==> config.mk <==
export PLATFORM = sky130hd
export DESIGN_NAME = spi_cfg_sequencer
export DESIGN_NICKNAME = d
export VERILOG_FILES = /design/src/rtl/spi_cfg_sequencer.sv
export SDC_FILE = /design/constraint.sdc
export NUM_CORES = 1
export LEC_CHECK = 0
export ABC_AREA = 1
export CORE_ASPECT_RATIO = 1.5
export CORE_MARGIN = 3
export CORE_UTILIZATION = 30
export DETAILED_ROUTE_END_ITERATION = 12
export HOLD_SLACK_MARGIN = 0.05
export PLACE_DENSITY = 0.67
export SETUP_SLACK_MARGIN = 0.2
export SLEW_MARGIN = 10
export SYNTH_ARGS = -nofsm -noshare
export SYNTH_HDL_FRONTEND = slang
export SYNTH_SLANG_ARGS = --single-unit
==> constraint.sdc <==
create_clock -name SCLK -period 2.37 [get_ports SCLK]
set_input_delay 0.3555 -clock SCLK [delete_from_list [all_inputs] [get_ports SCLK]]
set_output_delay 0.3555 -clock SCLK [all_outputs]
set_load 0.01 [all_outputs]
==> src/rtl/spi_cfg_sequencer.sv <==
// spi_cfg_sequencer: round-robin arbiter and serialiser for the SPI configuration
// chain. After reset it holds the chain in global reset (GRST low) for GRST_HOLD
// cycles. It then grants one requester at a time and shifts that requester's
// captured word out MSB-first on SIN/clk, with REGSEL held for the whole frame.
//
// Requester handshake: a requester raises req[i] and keeps data_in/regsel_in
// valid until gnt[i] rises. The word and flag are captured on that grant edge,
// so later changes to req, data_in or regsel_in do not affect the frame.
// gnt[i] stays high for the whole frame. done[i] pulses for one cycle on the
// final cycle of the frame. A req that is still high afterwards is treated as a
// new request.
module spi_cfg_sequencer #(
    parameter int N_REQ     = 4,
    parameter int WIDTH     = 32,
    parameter int CLK_DIV   = 2,
    parameter int GRST_HOLD = 16
) (
    input  logic                   SCLK,
    input  logic                   RST,
    input  logic [N_REQ-1:0]       req,
    input  logic [N_REQ-1:0]       regsel_in,
    input  logic [N_REQ*WIDTH-1:0] data_in,
    output logic [N_REQ-1:0]       gnt,
    output logic [N_REQ-1:0]       done,
    output logic                   busy,
    output logic                   GRST,
    output logic                   SIN,
    output logic                   REGSEL,
    output logic                   clk,
    output logic [1:0]             state_dbg
);

    localparam int PTR_W  = $clog2(N_REQ);
    localparam int BIT_W  = $clog2(WIDTH + 1);
    localparam int PH_W   = $clog2(2 * CLK_DIV + 1);
    localparam int HOLD_W = $clog2(GRST_HOLD + 1);

    localparam logic [PH_W-1:0]   PH_LAST   = PH_W'(2 * CLK_DIV - 1);
    localparam logic [PH_W-1:0]   PH_HIGH   = PH_W'(CLK_DIV);
    localparam logic [BIT_W-1:0]  BIT_LAST  = BIT_W'(WIDTH - 1);
    localparam logic [HOLD_W-1:0] HOLD_LAST = HOLD_W'(GRST_HOLD - 1);
    localparam logic [PTR_W-1:0]  PTR_LAST  = PTR_W'(N_REQ - 1);

    typedef enum logic [1:0] {
        S_INIT  = 2'd0,
        S_IDLE  = 2'd1,
        S_SHIFT = 2'd2,
        S_GAP   = 2'd3
    } state_t;

    state_t            state_q, state_d;
    logic [HOLD_W-1:0] hold_q, hold_d;
    logic [PH_W-1:0]   phase_q, phase_d;
    logic [BIT_W-1:0]  bit_q, bit_d;
    logic [WIDTH-1:0]  shreg_q, shreg_d;
    logic [PTR_W-1:0]  ptr_q, ptr_d;
    logic [N_REQ-1:0]  gnt_q, gnt_d;
    logic [N_REQ-1:0]  done_q, done_d;
    logic              busy_q, busy_d;
    logic              grst_q, grst_d;
    logic              sin_q, sin_d;
    logic              regsel_q, regsel_d;
    logic              clk_q, clk_d;

    logic [WIDTH-1:0]  word_arr [N_REQ];
    logic [WIDTH-1:0]  sel_word;
    logic [PTR_W-1:0]  pick;
    logic [PTR_W-1:0]  cand;
    logic              any_req;

    // Slice the flat data bus into one word per requester
    always_comb begin
        for (int i = 0; i < N_REQ; i++) begin
            word_arr[i] = data_in[i*WIDTH +: WIDTH];
        end
    end

    // Round-robin pick: first requester at or after the pointer, with wrap-around.
    // The loop runs downward so that the candidate nearest the pointer wins.
    always_comb begin
        any_req = 1'b0;
        pick    = '0;
        cand    = '0;
        for (int k = N_REQ - 1; k >= 0; k--) begin
            if (int'(ptr_q) + k >= N_REQ) begin
                cand = PTR_W'(int'(ptr_q) + k - N_REQ);
            end else begin
                cand = PTR_W'(int'(ptr_q) + k);
            end
            if (req[cand]) begin
                any_req = 1'b1;
                pick    = cand;
            end
        end
        sel_word = word_arr[pick];
    end

    // Next-state and registered-output computation for the sequencer FSM
    always_comb begin
        state_d  = state_q;
        hold_d   = hold_q;
        phase_d  = phase_q;
        bit_d    = bit_q;
        shreg_d  = shreg_q;
        ptr_d    = ptr_q;
        gnt_d    = gnt_q;
        done_d   = '0;
        grst_d   = grst_q;
        sin_d    = sin_q;
        regsel_d = regsel_q;
        clk_d    = clk_q;

        case (state_q)
            S_INIT: begin
                grst_d   = 1'b0;
                gnt_d    = '0;
                sin_d    = 1'b0;
                regsel_d = 1'b0;
                clk_d    = 1'b0;
                if (hold_q == HOLD_LAST) begin
                    state_d = S_IDLE;
                    grst_d  = 1'b1;
                    hold_d  = '0;
                end else begin
                    hold_d = hold_q + 1'b1;
                end
            end

            S_IDLE: begin
                gnt_d    = '0;
                sin_d    = 1'b0;
                regsel_d = 1'b0;
                clk_d    = 1'b0;
                phase_d  = '0;
                bit_d    = '0;
                if (any_req) begin
                    state_d     = S_SHIFT;
                    gnt_d[pick] = 1'b1;
                    sin_d       = sel_word[WIDTH-1];
                    shreg_d     = sel_word << 1;
                    regsel_d    = regsel_in[pick];
                    ptr_d       = (pick == PTR_LAST) ? '0 : pick + 1'b1;
                end
            end

            S_SHIFT: begin
                if (phase_q == PH_LAST) begin
                    // End of one bit's high phase: present the next bit at the
                    // start of the following low phase, or leave after the LSB.
                    phase_d = '0;
                    clk_d   = 1'b0;
                    if (bit_q == BIT_LAST) begin
                        state_d = S_GAP;
                        sin_d   = 1'b0;
                        bit_d   = '0;
                    end else begin
                        bit_d   = bit_q + 1'b1;
                        sin_d   = shreg_q[WIDTH-1];
                        shreg_d = shreg_q << 1;
                    end
                end else begin
                    phase_d = phase_q + 1'b1;
                    clk_d   = (phase_d >= PH_HIGH);
                end
            end

            S_GAP: begin
                clk_d = 1'b0;
                sin_d = 1'b0;
                if (phase_q == PH_LAST) begin
                    state_d  = S_IDLE;
                    gnt_d    = '0;
                    regsel_d = 1'b0;
                    phase_d  = '0;
                end else begin
                    phase_d = phase_q + 1'b1;
                    if (phase_d == PH_LAST) begin
                        done_d = gnt_q;
                    end
                end
            end

            default: begin
                state_d = S_INIT;
            end
        endcase

        busy_d = (state_d != S_IDLE);
    end

    // State and output registers; asynchronous reset forces every output low
    always_ff @(posedge SCLK or posedge RST) begin
        if (RST) begin
            state_q  <= S_INIT;
            hold_q   <= '0;
            phase_q  <= '0;
            bit_q    <= '0;
            shreg_q  <= '0;
            ptr_q    <= '0;
            gnt_q    <= '0;
            done_q   <= '0;
            busy_q   <= 1'b0;
            grst_q   <= 1'b0;
            sin_q    <= 1'b0;
            regsel_q <= 1'b0;
            clk_q    <= 1'b0;
        end else begin
            state_q  <= state_d;
            hold_q   <= hold_d;
            phase_q  <= phase_d;
            bit_q    <= bit_d;
            shreg_q  <= shreg_d;
            ptr_q    <= ptr_d;
            gnt_q    <= gnt_d;
            done_q   <= done_d;
            busy_q   <= busy_d;
            grst_q   <= grst_d;
            sin_q    <= sin_d;
            regsel_q <= regsel_d;
            clk_q    <= clk_d;
        end
    end

    assign gnt       = gnt_q;
    assign done      = done_q;
    assign busy      = busy_q;
    assign GRST      = grst_q;
    assign SIN       = sin_q;
    assign REGSEL    = regsel_q;
    assign clk       = clk_q;
    assign state_dbg = state_q;

endmodule

Yosys cells after proc, flatten, opt, wreduce, memory -nomap -nowiden --
Index checks and enable logic that the tools add are counted.
Word-level totals: latch bits 0, bits in writable memories 0, output and inout bits 15, ROM bits 0, register bits 63, memories kept 0
Operators by class: $add $sub $neg 11, shifts and indexed selects 0, bitwise operators 1, $lt $le $gt $ge 12, reduce and logical (&&, ||, !) cells 12, eq/ne operators 13, divide/modulo/power cells 0, multiplexer cells 60, multiply operators 0
Operators with widths (count):
- $mux W32 | 5
- $bmux W32 S2 | 1
- $pmux W32 S2 | 1
- $mux W2 | 14
- $mux W4 | 5
- $mux W1 | 17
- $lt A2 B3 Y1 const B | 5
- $ge A3 B3 Y1 const B | 4
- $mux W6 | 2
- $pmux W4 S3 | 1
- $pmux W6 S2 | 1
- $bmux W1 S2 | 5
- $ne A2 B2 Y1 const B | 4
- $pmux W2 S4 | 1
- $sub A2 B1 Y2 const B | 4
- $add A2 B2 Y3 const B | 2
- $add A6 B1 Y6 const B | 1
- $eq A2 B2 Y1 const B | 3
- $eq A3 B2 Y1 const B | 2
- $eq A6 B5 Y1 const B | 1
- $pmux W1 S3 | 2
- $pmux W3 S2 | 1
- $reduce_and A2 Y1 | 3
- $add A5 B1 Y5 const B | 1
- other kinds (21) | 23

Longest topological paths before layout --
Gate-level depths: netlist of run 1.
depth in word-level cells 15, mapped depth 14, gate-level depth less buffers 13

Worst setup path after synthesis of run 1 --
No wires, ideal clock.
kind register -> register, from register ptr_q[0], to register ptr_q[1], period minus slack after synthesis 1.824 ns, data arrival time 1.697 ns, required time 2.243 ns, cell stages (with the launch flop) 13, path slack 0.546 ns, path through dfrtp_1 buf_6 o21ai_2 nand2_1 nand3_2 nand2_1 nand2_2 nand2_4 buf_6 buf_6 ha_1 nand2_1 o21ai_0
Between the ends: longest elaborated chain between the ends 11, elaborated cells between the ends (all ways) 35, classes of those cells 8 x add/sub; 4 x order compare; 1 x eq/ne; 21 x mux; 1 x reduce/logical
Ends and longest elaborated chain:
- start: declaration | RTL line 56 | logic [PTR_W-1:0] ptr_q, ptr_d;
- start signal: assignment | RTL line 213 | ptr_q <= ptr_d;
- $add A2 B2 Y3 | RTL line 86, 88
- $ge A3 B3 Y1 or $sub A2 B1 Y2 (tied branches) | RTL line 85, 86
- $mux W2 | RTL line 85 | if (int'(ptr_q) + k >= N_REQ) begin
- $bmux W1 S2 | RTL line 90 | if (req[cand]) begin
- $mux W1 (not written as such) | RTL line 90
- $mux W2 (4 in a row) | RTL line 90
- $add A2 B1 Y2 or $eq A2 B2 Y1 (tied branches) | RTL line 142 | ptr_d = (pick == PTR_LAST) ? '0 : pick + 1'b1;
- $mux W2 | RTL line 142
Parallel ways exist; a longest one is shown, timed or not. The select of a mux whose other input is x is not followed. A chain may end at the register's enable or synchronous reset.

Final worst setup path of run 1 --
Ends and elaborated chain as after synthesis.

==> flow_summary.json, run 1 <==
{
  "ctsRootBufferMaster": "clkbuf_16",
  "status": "complete, no violations",
  "grt-ovfl-total": 0,
  "fin_skew_ns": 0.00582,
  "synth.most_common_cell": "nand3_1",
  "ctsHoldBuffers": 0,
  "synth_top_family_by_area": "simple AND/OR/NAND/NOR gates",
  "worst_pin_slew_ns": 0.466,
  "syn_nets": 742,
  "syn_area_mm2": 0.00418,
  "viasPerCell": 4.97,
  "diodes": 0,
  "clk_pin_slew_worst_paths_ns": 0.05,
  "clk_path_buf_depth": 2,
  "grt_pass1_wl_um": 20900,
  "synth_area_leader_cell": "dfrtp_1",
  "rrSetupSlack_ns": 0.38,
  "fmax_mhz": 501,
  "fin_crit_ns": 1.99,
  "ys.flop_type": "dfrtp_1",
  "cts-htree-levels": 3,
  "clock_latency_ns": 0.32,
  "first_pass_iters": 4,
  "synth_simple_gate_area_share_pct": 38.7,
  "rr_worst_depth": 11,
  "setup_viol": 0,
  "final.setup.tns_ns": 0,
  "arrival_ns": 2.18,
  "synthXorXnorAreaFrac_pct": 0.838,
  "chipHeight_um": 151,
  "power_leakage_nw": 2.68,
  "rsz0062_at_grt": "no",
  "drt_iter0_markers": 247,
  "placed_cells": 892,
  "syn_inst": 593,
  "final_antenna_net_count": 0,
  "ys_async_sr_fraction_pct": 100,
  "antenna_found_initial": 0,
  "synth.area.mux_share_pct": 0,
  "synth_edf_count": 0,
  "hp-class": "in -> async",
  "synth-seq-cells": 62,
  "place.port_buffers": 152,
  "netlist.area_leader.share_pct": 37.1,
  "final_cells": 908,
  "cts_buffers": 9,
  "slew_headroom_pct": 68.9,
  "power_density_mw_per_mm2": 795,
  "holdWs_ns": 0.389,
  "gp_congestion": 0.842,
  "worst_setup_path_start_kind": "flop",
  "cts_tree": "built",
  "gr-usage-all-layers_pct": 17.1,
  "ios": 153,
  "yosys_warnings": 0,
  "yosys-top-cells-area": "dfrtp_1 37%, nand3_1 19%, nand2_1 12%",
  "end_kind": "flop",
  "die_area_mm2": 0.0154,
  "cp_max_fo": 10,
  "areaGrowthSynthToFinish_pct": 48.6,
  "initial_core_util_pct": 30.7,
  "r2r_end": "ptr_q[1]",
  "crit_type": "reg -> reg",
  "ys_seq_area_share_pct": 37.1,
  "wirelength_um": 12800,
  "avgSynthCellArea_um2": 7.05,
  "drc": 0,
  "fin_crit_sh_pct": 84.1,
  "dr_total_vias": 4517,
  "synth_common_cells": "159 x nand3_1, 134 x nand2_1, 62 x dfrtp_1",
  "grt_max_degree": 47,
  "cts_num_sinks": 62,
  "drive_above_1_share_pct": 8.45,
  "synth.distinct_cells": 30,
  "grt_pass1_vias": 4376,
  "rows": 52,
  "maxCapViolCount": 0,
  "fp.dieW_um": 102,
  "synth-adder-area-share_pct": 3.29,
  "r2r-start": "ptr_q[0]",
  "coreArea_mm2": 0.0136,
  "ir_drop_v": 0.000371,
  "drv_slew": 0,
  "hold_viol": 0,
  "hpwlAfterDp_um": 9690,
  "synth_compound_gate_area_share_pct": 10.6,
  "nNetsFinal": 892,
  "final_core_util_pct": 45.7,
  "wl_per_cell_um": 14.1,
  "critPathRequiredTime_ns": 2.56
}
[metal layers]
| metal | track usage [%] | vias up | part of all wire (%) |
|---|---|---|---|
| li1 | - | 2288 | - |
| met1 | 22.3 | 2060 | 42 |
| met2 | 28.7 | 158 | 50 |
| met3 | 3.29 | 11 | 5.9 |
| met4 | 4.40 | 0 | 1.2 |
| met5 | 0 | - | 0 |
[report_power, final]
group          internal [mW]  switching [mW]
Sequential              1.37           0.195
Clock                  0.800           0.429
Combinational          0.948            1.20
Total                   3.12            1.82
[critical path: stages, from the launching register on]
cell     delay [ns]
dfrtp_2        0.46
buf_4          0.18
o21ai_2        0.16
nand2_1        0.10
nand3_2        0.10
nand2_1        0.06
nand2_2        0.11
nand2_4        0.09
buf_4          0.18
ha_1           0.29
nand2_1        0.06
o21ai_0        0.08
[cell usage in the layout, fill, tap and decap left out, types with 2 or more instances in the layout]
cell type / synthesis / layout
a21oi_1: 58 / 58
a31oi_1: 2 / 2
buf_12: 0 / 6
buf_4: 8 / 17
buf_6: 9 / 2
clkbuf_1: 5 / 3
clkbuf_16: 0 / 9
clkdlybuf4s50_1: 0 / 152
dfrtp_1: 62 / 61
ha_1: 11 / 11
inv_1: 29 / 28
inv_2: 6 / 6
nand2_1: 134 / 134
nand2_2: 6 / 6
nand3_1: 159 / 159
nand3_2: 4 / 4
nor2_1: 43 / 40
nor2_4: 1 / 3
nor3_1: 5 / 5
o21ai_0: 14 / 14
o21ai_1: 8 / 8
o21ai_2: 2 / 2
xnor2_1: 2 / 2
xor2_1: 2 / 2
[kinds of logic after synthesis]
family | after synthesis
xor gates and xnor gates | 4
DFF | 62
and+or+nand+nor | 356
buffers and inverters | 74
adders and majority gates | 11
AOI/OAI and AO/OA | 86
[sequential cells by signal (all words and copies together) (netlist names)]
name,cells
busy,1
done,4
hold_q,5
SIN,1
ptr_q,2
GRST,1
clk,1
bit_q,6
state_dbg,2
shreg_q,31
gnt,4
phase_q,3
REGSEL,1
[metrics by stage]
| stage | total power [mW] | area [um2] | worst slack, ns |
|---|---|---|---|
| global placement | 3.69 | 5890 | 0.106 |
| finish | 4.94 | 6210 | 0.376 |
| detailed placement | 3.73 | 5890 | 0.0404 |
| floorplan | 2.98 | 4180 | 0.473 |
| global route | 5.36 | 6210 | 0.195 |
| CTS | 4.98 | 6160 | 0.204 |
[worst max-delay path by stage]
stage,start,end,slack [ns],cells past startpoint
2_1_floorplan,RST,GRST,0.47,1
3_3_place_gp,req[0],SIN,0.11,14
3_5_place_dp,req[0],SIN,0.04,14
4_1_cts,bit_q[0],shreg_q[9],0.20,12
5_1_grt,ptr_q[0],SIN,0.19,13
6_report,ptr_q[0],ptr_q[1],0.38,11
[layout make-up]
cell class,count,area (um2)
inverter,36,138
clock inverter,2,35.0
sequential,62,1550
tap,162,203
multi-input combinational,457,2250
timing repair buffer,177,1790
clock buffer,12,236
fill,1356,7390
[timing repair]
item	CTS	global route
endpoints found under the hold margin	0	0
setup buffers	0	2
endpoints found under the setup margin	0	36
resized for setup	0	9
Power figures use the tool's default switching activity.
==> run 2, diff against run 1 <==
--- a/config.mk
+++ b/config.mk
@@ -11,7 +11,7 @@
 export CORE_UTILIZATION = 30
 export DETAILED_ROUTE_END_ITERATION = 12
 export HOLD_SLACK_MARGIN = 0.05
-export PLACE_DENSITY = 0.67
+export PLACE_DENSITY = 0.69
 export SETUP_SLACK_MARGIN = 0.2
 export SLEW_MARGIN = 10
 export SYNTH_ARGS = -nofsm -noshare
==> constraint.sdc (replaced) <==
create_clock -name SCLK -period 1.6 [get_ports SCLK]
set_input_delay 0.24 -clock SCLK [delete_from_list [all_inputs] [get_ports SCLK]]
set_output_delay 0.24 -clock SCLK [all_outputs]
set_load 0.01 [all_outputs]
==> flow_summary.json, run 2 (same netlist as run 1, synthesis figures left out) <==
{
  "drt_iter0_markers": 185,
  "clk_path_buf_depth": 2,
  "ios": 153,
  "fin_crit_ns": 2.04,
  "grt_pass1_wl_um": 23300,
  "regMostFlops": "shreg_q",
  "worst_pin_slew_ns": 0.347,
  "placed_cells": 918,
  "viasPerCell": 5.08,
  "end_kind": "flop",
  "mostFrequentLayoutCells": "137 x clkdlybuf4s50_1, 110 x nand2_1, 105 x nand3_1",
  "cts_tree": "built",
  "wl_met1_um": 6230,
  "violations": "negative setup slack",
  "arrival_ns": 2.24,
  "nNetsFinal": 943,
  "fmax_mhz": 491,
  "grt_pass1_vias": 4842,
  "hp-class": "in -> async",
  "cts_buffers": 9,
  "wl_met3_um": 976,
  "power_density_mw_per_mm2": 1230,
  "final_core_util_pct": 55.9,
  "crit_type": "reg -> reg",
  "rsz0062_at_grt": "yes",
  "final.setup.tns_ns": -14.07,
  "fp.dieW_um": 102,
  "drv_slew": 0,
  "worst_setup_path_start_kind": "flop",
  "fin_ws_ns": -0.435,
  "hpwlAfterDp_um": 9860,
  "rows": 52,
  "status": "complete, but fails checks",
  "topRoutingLayerUsed": "met4",
  "setup_viol": 42,
  "first_pass_iters": 4,
  "hold_viol": 0,
  "gr-usage-all-layers_pct": 19.4,
  "diodes": 0,
  "chipHeight_um": 151,
  "antenna_found_initial": 0,
  "grt_max_degree": 63,
  "wirelength_um": 15600,
  "fin_skew_ns": 0.00593,
  "final_cells": 961,
  "cp_max_fo": 7,
  "power.total_mw": 9.39,
  "ctsHoldBuffers": 0,
  "gp_congestion": 0.831,
  "wl_per_cell_um": 16.2,
  "ctsRootBufferMaster": "clkbuf_16",
  "drive_above_1_share_pct": 30.9,
  "cts-htree-levels": 3,
  "fin_crit_sh_pct": 127,
  "dr_total_vias": 4883,
  "largest_reg_flops": 31,
  "maxCapViolCount": 0,
  "ir_drop_v": 0.000545,
  "layout_commonest_cell": "clkdlybuf4s50_1",
  "clock_latency_ns": 0.33,
  "die_area_mm2": 0.0154,
  "slew_headroom_pct": 76.9,
  "cts_num_sinks": 62,
  "clk_pin_slew_worst_paths_ns": 0.05,
  "areaGrowthSynthToFinish_pct": 82.0,
  "final_antenna_net_count": 0,
  "critPathRequiredTime_ns": 1.81,
  "reg.largest.list": "shreg_q: 31 flops, bit_q: 6 flops, hold_q: 5 flops",
  "power_leakage_nw": 3.25,
  "initial_core_util_pct": 30.7,
  "grt-ovfl-total": 0,
  "coreArea_mm2": 0.0136,
  "drc": 0,
  "met2_length_um": 8110,
  "place.port_buffers": 152
}
run 2: path summary, 6_finish.rpt:
path,cells after the start,startpoint,to,slack [ns]
max in group asynchronous,3,RST,ptr_q[0],0.94
min in group SCLK,2,GRST,GRST,0.48
worst max-delay path,12,ptr_q[0],ptr_q[1],-0.44
worst max register to register,12,ptr_q[0],ptr_q[1],-0.44
worst min register to register,2,GRST,GRST,0.48
worst min-delay path,3,RST,hold_q[1],0.34
run 2: final cells by class:
class                   count  area (um2)
flip-flops and latches     62        1550
well taps                 162         203
clock inverters             4        70.1
repair buffers            228        2480
multi-input cells         457        2900
fillers                  1218        5990
clock buffers              12         246
inverters                  36         155
run 2: per-layer routing:
| layer | vias up | GRT usage [%] |
|---|---|---|
| li1 | 2399 | - |
| met1 | 2291 | 23.6 |
| met2 | 170 | 34.0 |
| met3 | 23 | 3.85 |
| met4 | 0 | 5.71 |
| met5 | - | 0 |
run 2: critical path: stages, from the launching register on:
cell      delay, ns
dfrtp_2        0.46
buf_8          0.17
o21ai_4        0.15
nand2_2        0.10
buf_4          0.16
nand3_2        0.08
nand2_2        0.07
nand2_4        0.14
clkinv_8       0.11
buf_12         0.15
ha_4           0.22
nand2_1        0.05
o21ai_1        0.06
run 2: repair_timing:
item,CTS,global route
resized for setup,72,119
cloned,4,5
pin swaps,17,39
endpoints found under the setup margin,63,56
buffers inserted,8,10
run 2: per-stage QoR:
step / setup WS [ns] / hold slack (ns) / area (um2)
floorplan: -0.169 / 0.359 / 4320
global placement: -0.588 / 0.466 / 6260
detailed placement: -0.626 / 0.472 / 6260
CTS: -0.345 / 0.371 / 6940
global route: -0.483 / 0.372 / 7610
finish: -0.435 / 0.340 / 7610
run 2: where the power goes:
part | internal, mW | total [mW] | switching, mW
clock network | 1.40 | 2.09 | 0.690
registers | 2.03 | 2.32 | 0.290
logic | 2.42 | 4.98 | 2.56
